File: config.mk
export PLATFORM = sky130hd
export DESIGN_NAME = dis7seg_scan
export DESIGN_NICKNAME = d
export VERILOG_FILES = /design/src/rtl/dis7seg_scan.sv
export SDC_FILE = /design/constraint.sdc
export NUM_CORES = 1
export LEC_CHECK = 0
export CORE_ASPECT_RATIO = 1.5
export CORE_MARGIN = 2
export CORE_UTILIZATION = 54
export DETAILED_ROUTE_END_ITERATION = 7
export PLACE_DENSITY = 0.78
export SYNTH_ARGS = -nofsm -noshare
export SYNTH_HDL_FRONTEND = slang
export SYNTH_SLANG_ARGS = --single-unit
File: constraint.sdc
create_clock -name clk -period 2.9 [get_ports clk]
set_clock_uncertainty 0.2 [all_clocks]
set_input_delay 0.58 -clock clk [delete_from_list [all_inputs] [get_ports clk]]
set_output_delay 0.58 -clock clk [all_outputs]
set_load 0.03 [all_outputs]
File: src/rtl/dis7seg_scan.sv
// Time-multiplexed 7-segment driver: shadow registers, slot prescaler with one
// dark cycle either side of each digit change, hex decode, blanking and blinking.
module dis7seg_scan #(
    parameter int DIGITS     = 4,
    parameter int CLK_DIV    = 50000,
    parameter int BLINK_DIV  = 64,
    parameter bit ACTIVE_LOW = 1'b1
) (
    input  logic                  clk,
    input  logic                  rst_n,
    input  logic                  load,
    input  logic [4*DIGITS-1:0]   data_in,
    input  logic [DIGITS-1:0]     dp_in,
    input  logic [DIGITS-1:0]     blank_in,
    input  logic [DIGITS-1:0]     blink_in,
    output logic [6:0]            seg,
    output logic                  dp,
    output logic [DIGITS-1:0]     an
);

    localparam int IDX_W  = (DIGITS > 1) ? $clog2(DIGITS) : 1;
    localparam int NSLOT  = 1 << IDX_W;
    localparam int PCNT_W = $clog2(CLK_DIV);
    localparam int BCNT_W = (BLINK_DIV > 1) ? $clog2(BLINK_DIV) : 1;

    localparam logic [PCNT_W-1:0] PCNT_LAST = PCNT_W'(CLK_DIV - 1);
    localparam logic [BCNT_W-1:0] BCNT_LAST = BCNT_W'(BLINK_DIV - 1);
    localparam logic [IDX_W-1:0]  IDX_LAST  = IDX_W'(DIGITS - 1);

    typedef enum logic {
        ST_SHOW  = 1'b0,
        ST_BLANK = 1'b1
    } slot_state_t;

    slot_state_t         state;
    logic [PCNT_W-1:0]   pcnt;
    logic [IDX_W-1:0]    idx;
    logic [BCNT_W-1:0]   bcnt;
    logic                blink_phase;

    logic [4*DIGITS-1:0] data_r;
    logic [DIGITS-1:0]   dp_r;
    logic [DIGITS-1:0]   blank_r;
    logic [DIGITS-1:0]   blink_r;

    logic [3:0]          data_slot [NSLOT];
    logic [NSLOT-1:0]    dp_slot;
    logic [NSLOT-1:0]    blank_slot;
    logic [NSLOT-1:0]    blink_slot;
    logic [DIGITS-1:0]   an_onehot;

    logic                tick;
    logic                lit;
    logic [6:0]          cur_seg;

    function automatic logic [6:0] hex7(input logic [3:0] v);
        logic [6:0] s;
        case (v)
            4'h0: s = 7'h3F;
            4'h1: s = 7'h06;
            4'h2: s = 7'h5B;
            4'h3: s = 7'h4F;
            4'h4: s = 7'h66;
            4'h5: s = 7'h6D;
            4'h6: s = 7'h7D;
            4'h7: s = 7'h07;
            4'h8: s = 7'h7F;
            4'h9: s = 7'h6F;
            4'hA: s = 7'h77;
            4'hB: s = 7'h7C;
            4'hC: s = 7'h39;
            4'hD: s = 7'h5E;
            4'hE: s = 7'h79;
            default: s = 7'h71;
        endcase
        return s;
    endfunction

    // Pad per-digit views out to a power of two so idx always selects a valid entry;
    // unused slots read as blanked and are never reached anyway.
    for (genvar gi = 0; gi < NSLOT; gi++) begin : g_slot
        if (gi < DIGITS) begin : g_real
            assign data_slot[gi]  = data_r[4*gi +: 4];
            assign dp_slot[gi]    = dp_r[gi];
            assign blank_slot[gi] = blank_r[gi];
            assign blink_slot[gi] = blink_r[gi];
        end else begin : g_pad
            assign data_slot[gi]  = 4'h0;
            assign dp_slot[gi]    = 1'b0;
            assign blank_slot[gi] = 1'b1;
            assign blink_slot[gi] = 1'b0;
        end
    end

    for (genvar gi = 0; gi < DIGITS; gi++) begin : g_onehot
        assign an_onehot[gi] = (idx == IDX_W'(gi));
    end

    assign tick    = (pcnt == PCNT_LAST);
    assign cur_seg = hex7(data_slot[idx]);
    assign lit     = !tick && (state == ST_SHOW) && !blank_slot[idx]
                     && !(blink_slot[idx] && blink_phase);

    always_ff @(posedge clk or negedge rst_n) begin
        if (!rst_n) begin
            state       <= ST_BLANK;
            pcnt        <= '0;
            idx         <= '0;
            bcnt        <= '0;
            blink_phase <= 1'b0;
            data_r      <= '0;
            dp_r        <= '0;
            blank_r     <= '1;
            blink_r     <= '0;
            seg         <= {7{ACTIVE_LOW}};
            dp          <= ACTIVE_LOW;
            an          <= {DIGITS{ACTIVE_LOW}};
        end else begin
            if (load) begin
                data_r  <= data_in;
                dp_r    <= dp_in;
                blank_r <= blank_in;
                blink_r <= blink_in;
            end

            if (tick) begin
                pcnt  <= '0;
                state <= ST_BLANK;
                idx   <= (idx == IDX_LAST) ? '0 : idx + 1'b1;
                if (bcnt == BCNT_LAST) begin
                    bcnt        <= '0;
                    blink_phase <= ~blink_phase;
                end else begin
                    bcnt <= bcnt + 1'b1;
                end
            end else begin
                pcnt  <= pcnt + 1'b1;
                state <= ST_SHOW;
            end

            // Output decision uses the pre-edge index, so the tick edge and the
            // following BLANK edge both leave the bus dark around the digit change.
            if (lit) begin
                an  <= an_onehot ^ {DIGITS{ACTIVE_LOW}};
                seg <= cur_seg ^ {7{ACTIVE_LOW}};
                dp  <= dp_slot[idx] ^ ACTIVE_LOW;
            end else begin
                an  <= {DIGITS{ACTIVE_LOW}};
                seg <= {7{ACTIVE_LOW}};
                dp  <= ACTIVE_LOW;
            end
        end
    end

endmodule

==> run_results.csv, run 1 <==
group,metric,value,unit
route,ant_nets,0,
die,die_area,0.00642,sq mm
route,dr.pass1.iters,4,
timing,finalHoldViolCount,0,
worst_setup_path,critPathMaxFanout,17,
cells_and_area,final_common_cell,"dfrtp_1",
worst_setup_path,start_kind,"register",
timing,rsz0062_at_grt,"false",
cells_and_area,layout.nets,341,
power,power.switching,0.000494,W
clock_network,clk_pin_slew,70,ps
yosys,syn_nets,292,
grt,antenna_found_initial,0,
yosys,synth.avg_cell_area,12.5,sq um
timing,clock.fmax,410,MHz
worst_setup_path,arrival,2500,ps
die,ioPinCount,43,
grt,grt_pass1_vias,2136,
placement,port_buffers,42,
timing,finalSetupTns,0,ps
timing,finalCritPeriodShare,0.842,
route,vias,2061,
power,pwr-share-seq,0.508,
die,dieHeight,97.2,microns
timing,setup-violations-final,0,
yosys,async_flop_share,1.00,
die,die_w,66.1,microns
grt,grt_max_degree,40,
power,clkPwrFrac,0.349,
power,sw_frac_of_total,0.246,
die,rows,33,
cells_and_area,drive_gt1_frac,0.262,
placement,place.gp.congestion,0.880,
yosys,ys.flop_type,"dfrtp_1",
grt,grt_pass1_wl,10200,microns
yosys,synth-seq-cells,66,
yosys,syn_area,0.00312,sq mm
yosys,synth_warnings,0,
timing,slew_violations,0,
worst_setup_path,required,2960,ps
clock_network,postCtsSetupRepairBufs,0,
clock_network,tritoncts,"built",
power,combPwrFrac,0.144,
timing,slew_headroom,0.575,
yosys,synth_seq_area_share,0.535,
die,core,0.00553,sq mm
route,routedWlPerCell,16.0,microns
placement,pre_cts_slack,485,ps
power,leakagePower,1.65,nW
yosys,synth_edf_count,0,
worst_hold_path,worstHoldPathType,"input port to asynchronous set/reset pin",
clock_network,cts_hold_buf,0,
timing,setup_slack,459,ps
yosys,ys_types,42,
clock_network,h-tree-depth,3,
worst_setup_path,critical_path_class,"register to register",
timing,tightest_slew,632,ps
power,internal_power,0.00152,W
worst_setup_path,cp-end-kind,"register",
grt,grt_overflow,0,
cells_and_area,area_delta_synth_final,21.9,%
flow_run,maxCapViolCount,0,
grt,grt_use_total,0.210,
clock_network,cts.sinks,66,
route,drc,0,
yosys,netlist_instances,249,
clock_network,numCtsBuffers,9,
placement,hpwl,4270,microns
power,ir_drop,0.352,mV
clock_network,insertion_delay,340,ps
cells_and_area,fill_cells,398,
route,drtIter0Drc,67,
route,viasPerCell,5.54,
clock_network,clk_path_buf_depth,2,
clock_network,clock-root-buffer,"clkbuf_8",
worst_setup_path,path_cells,"ha_1, and3_1, nand4_4, inv_2, nor4_2, a21boi_2, o211ai_1",
die,start_util,0.565,
worst_setup_path,max_stage_delay,610,ps
status,run_status,"completed",
cells_and_area,layout_common_cells,"dfrtp_1, clkdlybuf4s50_1, mux2_2",
route,wirelength,5950,microns
cells_and_area,antenna_cells,0,
power,power_density,527,mW/mm^2
worst_setup_path,crit_slowest_cell,"nor4_2",
clock_network,post_cts_resize_count,0,
timing,layout_min_cycle_time,2440,ps
## worst paths after layout
path | cells after the start | end | slack (ps) | from
worst min-delay path | 1 | data_r[11] | 60 | rst_n
max in group asynchronous | 2 | state | 1760 | rst_n
min in group clk | 1 | pcnt[0] | 260 | pcnt[0]
worst max register to register | 7 | seg[6] | 460 | pcnt[0]
worst min register to register | 1 | pcnt[0] | 260 | pcnt[0]
worst max-delay path | 7 | seg[6] | 460 | pcnt[0]
## cells in the mapped netlist, types with 3 or more instances
master | n | area share
dfrtp_1 | 49 | 0.39
mux2_2 | 30 | 0.11
nand2_1 | 26 | 0.031
dfstp_2 | 17 | 0.14
nor2_1 | 13 | 0.016
ha_1 | 12 | 0.048
nand3_1 | 10 | 0.016
xnor2_1 | 10 | 0.028
xor2_1 | 8 | 0.022
o211ai_1 | 6 | 0.014
o21ai_0 | 6 | 0.0096
a21oi_1 | 5 | 0.0080
mux2i_1 | 5 | 0.016
mux4_2 | 5 | 0.036
and3_1 | 4 | 0.0080
inv_1 | 4 | 0.0048
buf_2 | 3 | 0.0048
## power groups by stage
stage | sequential, W | clock, W | combinational (W)
after floorplan | 0.00107 | 0 | 0.000131
after global placement | 0.00103 | 0 | 0.000284
after detailed placement | 0.00104 | 0 | 0.000290
after CTS | 0.00102 | 0.000714 | 0.000292
after global routing | 0.00103 | 0.000753 | 0.000317
final | 0.00102 | 0.000701 | 0.000289
## metal layers
metal / up-vias / share of wire / track usage
li1: 979 / - / -
met1: 997 / 0.43 / 0.283
met2: 65 / 0.50 / 0.316
met3: 20 / 0.040 / 0.0498
met4: 0 / 0.035 / 0.105
met5: - / 0 / 0
## cell families (layout without fill, tap and decap cells)
family	after synthesis	after routing	share of synthesized area
flops	66	66	0.535
mux	40	40	0.160
compound gates	29	29	0.0621
fa+ha+maj	12	12	0.0481
buf+inv	15	68	0.0228
simple gates	69	69	0.121
xor+xnor	18	18	0.0505
## worst max-delay path, delay by kind of cell, from the launching register on
family,cells,cell delay [ps]
AOI/OAI and AO/OA,2,380
DFF,1,390
adders and majority gates,1,220
buffers and inverters,1,150
and+or+nand+nor,3,1020
## layout make-up
class / instances / area [sq um] / share of cell area
clock buffer: 13 / 169 / 0.0443
clock inverter: 2 / 12.5 / 0.00328
inverter: 6 / 22.5 / 0.00591
multi-input combinational: 168 / 1380 / 0.362
sequential: 66 / 1670 / 0.439
tap: 70 / 87.6 / 0.0230
timing repair buffer: 47 / 465 / 0.122
## flip-flops by register name, summed over array words and instances (netlist names)
| signal | cells |
|---|---|
| idx | 2 |
| dp_r | 4 |
| state | 1 |
| blink_r | 4 |
| dp | 1 |
| seg | 7 |
| pcnt | 16 |
| data_r | 16 |
| an | 4 |
| blank_r | 4 |
| blink_phase | 1 |
| bcnt | 6 |
## metrics by stage
step	cells	area (sq um)	hold slack, ps	power (W)	utilization
final	372	3810	59.6	0.00201	0.689
after global routing	372	3810	106	0.00210	0.689
after CTS	372	3810	69.8	0.00203	0.689
after detailed placement	357	3630	245	0.00133	0.656
after global placement	357	3630	236	0.00132	0.656
after floorplan	249	3120	84.4	0.00120	-
(Power assumes the default switching activity.)
==> run 2, diff against run 1 <==
clock period = 2.5 ns   (was 2.9 ns; I/O delays follow)
==> run 2 against run 1 <==
Sequential share of layout area down 0.69 points. Cell area increased by 1.7%. Global-route usage shrank 0.55 points. Clock power grew 35%. Register-to-register slack got worse by 150 ps. Sequential power increased by 16%. Critical path depth decreased by 6.
==> run_results.csv, run 2 (same netlist as run 1, synthesis figures left out) <==
group,metric,value,unit
clock_network,clk_pin_slew,60,ps
timing,setup_slack,263,ps
placement,place.gp.congestion,0.936,
timing,layout_min_cycle_time,2240,ps
die,die_area,0.00642,sq mm
cells_and_area,area_delta_synth_final,24.0,%
worst_setup_path,crit_slowest_cell,"clkdlybuf4s50_1",
route,viasPerCell,5.52,
grt,grt_pass1_wl,10000,microns
clock_network,tritoncts,"built",
route,vias,2086,
placement,pre_cts_slack,167,ps
route,routedWlPerCell,15.0,microns
die,dieHeight,97.2,microns
timing,rsz0062_at_grt,"false",
cells_and_area,layout_common_cells,"dfrtp_1, clkdlybuf4s50_1, mux2_2",
route,dr.pass1.iters,4,
worst_setup_path,required,1800,ps
grt,grt_max_degree,31,
route,ant_nets,0,
clock_network,numCtsBuffers,9,
cells_and_area,design_area,0.00387,sq mm
clock_network,cts.sinks,66,
worst_setup_path,arrival,1540,ps
placement,place_area,0.00365,sq mm
clock_network,postCtsSetupRepairBufs,0,
worst_setup_path,critical_path.top_delay_family,"buffers and inverters",
route,drc,0,
cells_and_area,drive_gt1_frac,0.273,
cells_and_area,layout.nets,346,
cells_and_area,fill_cells,420,
power,leakagePower,1.68,nW
die,core,0.00553,sq mm
worst_setup_path,critPathMaxFanout,1,
grt,grt_pass1_vias,2124,
timing,slew_violations,0,
cells_and_area,antenna_cells,0,
timing,slew_headroom,0.684,
cells_and_area,seq_area,0.00167,sq mm
status,run_status,"completed",
timing,finalSetupTns,0,ps
power,power_density,637,mW/mm^2
timing,finalHoldViolCount,0,
placement,hpwl,4050,microns
die,start_util,0.565,
cells_and_area,multi_input_area,0.00138,sq mm
die,ioPinCount,43,
timing,clock.fmax,447,MHz
die,die_w,66.1,microns
worst_setup_path,path_cells,"clkdlybuf4s50_1",
route,drtIter0Drc,102,
grt,antenna_found_initial,0,
clock_network,insertion_delay,350,ps
cells_and_area,top_regs,"data_r (16), pcnt (16), seg (7)",
timing,tightest_slew,461,ps
clock_network,h-tree-depth,3,
worst_setup_path,start_kind,"register",
grt,grt_overflow,0,
worst_setup_path,critical_path_class,"register to output pin",
die,rows,33,
worst_setup_path,rrSetupSlack,310,ps
timing,finalCritPeriodShare,0.895,
grt,grt_use_total,0.205,
flow_run,maxCapViolCount,0,
cells_and_area,final_common_cell,"dfrtp_1",
timing,setup-violations-final,0,
power,ir_drop,0.502,mV
placement,port_buffers,42,
clock_network,clk_path_buf_depth,2,
clock_network,clock-root-buffer,"clkbuf_8",
worst_hold_path,worstHoldPathType,"register to register",
route,wirelength,5680,microns
worst_setup_path,cp-end-kind,"output pin",
worst_setup_path,max_stage_delay,660,ps
worst_setup_path,path_buf_inv,1,
==> run 2: changes by cell type in the layout (fill, tap and decap cells not counted), sizes merged <==
cell and delta:
clkinvlp -1, bufinv +1, clkbuf +2, buf +4
dlygate4sd3 +1, clkinv -1
==> run 2: metal layers <==
metal / routed length, microns / track usage / vias up
li1: - / - / 990
met2: 2870 / 0.318 / 44
met5: 0 / 0 / -
met1: 2490 / 0.270 / 1039
met4: 106 / 0.0738 / 0
met3: 207 / 0.0626 / 13
==> run 2: layout make-up <==
class	instances	area share
Clock buffer	15	0.0481
Clock inverter	1	0.00775
Inverter	6	0.00581
Multi-Input combinational cell	168	0.356
Sequential cell	66	0.432
Tap cell	70	0.0226
Timing Repair Buffer	52	0.127
==> run 2: metrics by stage <==
step                std cells   util  hold slack [ps]  total power [W]
floorplan                 249      -             4.41          0.00139
global placement          361  0.659              255          0.00153
detailed placement        361  0.659              260          0.00154
CTS                       378  0.700              270          0.00249
global route              378  0.700              289          0.00258
finish                    378  0.700              266          0.00247
==> run 2: power breakdown <==
part | switching, W | total (W) | internal, W | leakage, nW
logic | 0.000164 | 0.000337 | 0.000173 | 0.782
clock network | 0.000376 | 0.000946 | 0.000570 | 0.110
registers | 0.0000284 | 0.00118 | 0.00115 | 0.793
==> run 2: timing repair <==
action / 4_1_cts / 5_1_grt
hold buffers: 1 / 0
endpoints found under the hold margin: 10 / 0
gates resized for setup: 0 / 1
setup endpoints to repair: 0 / 1
==> run 2: path summary, 6_finish.rpt <==
kind,start,endpoint,cells past startpoint
setup / recovery,dp,dp,1
hold / removal,pcnt[0],pcnt[0],1
setup reg to reg,idx[0],seg[6],6
hold reg to reg,pcnt[0],pcnt[0],1
max in group asynchronous,rst_n,bcnt[2],3
min in group asynchronous,rst_n,dp_r[2],2
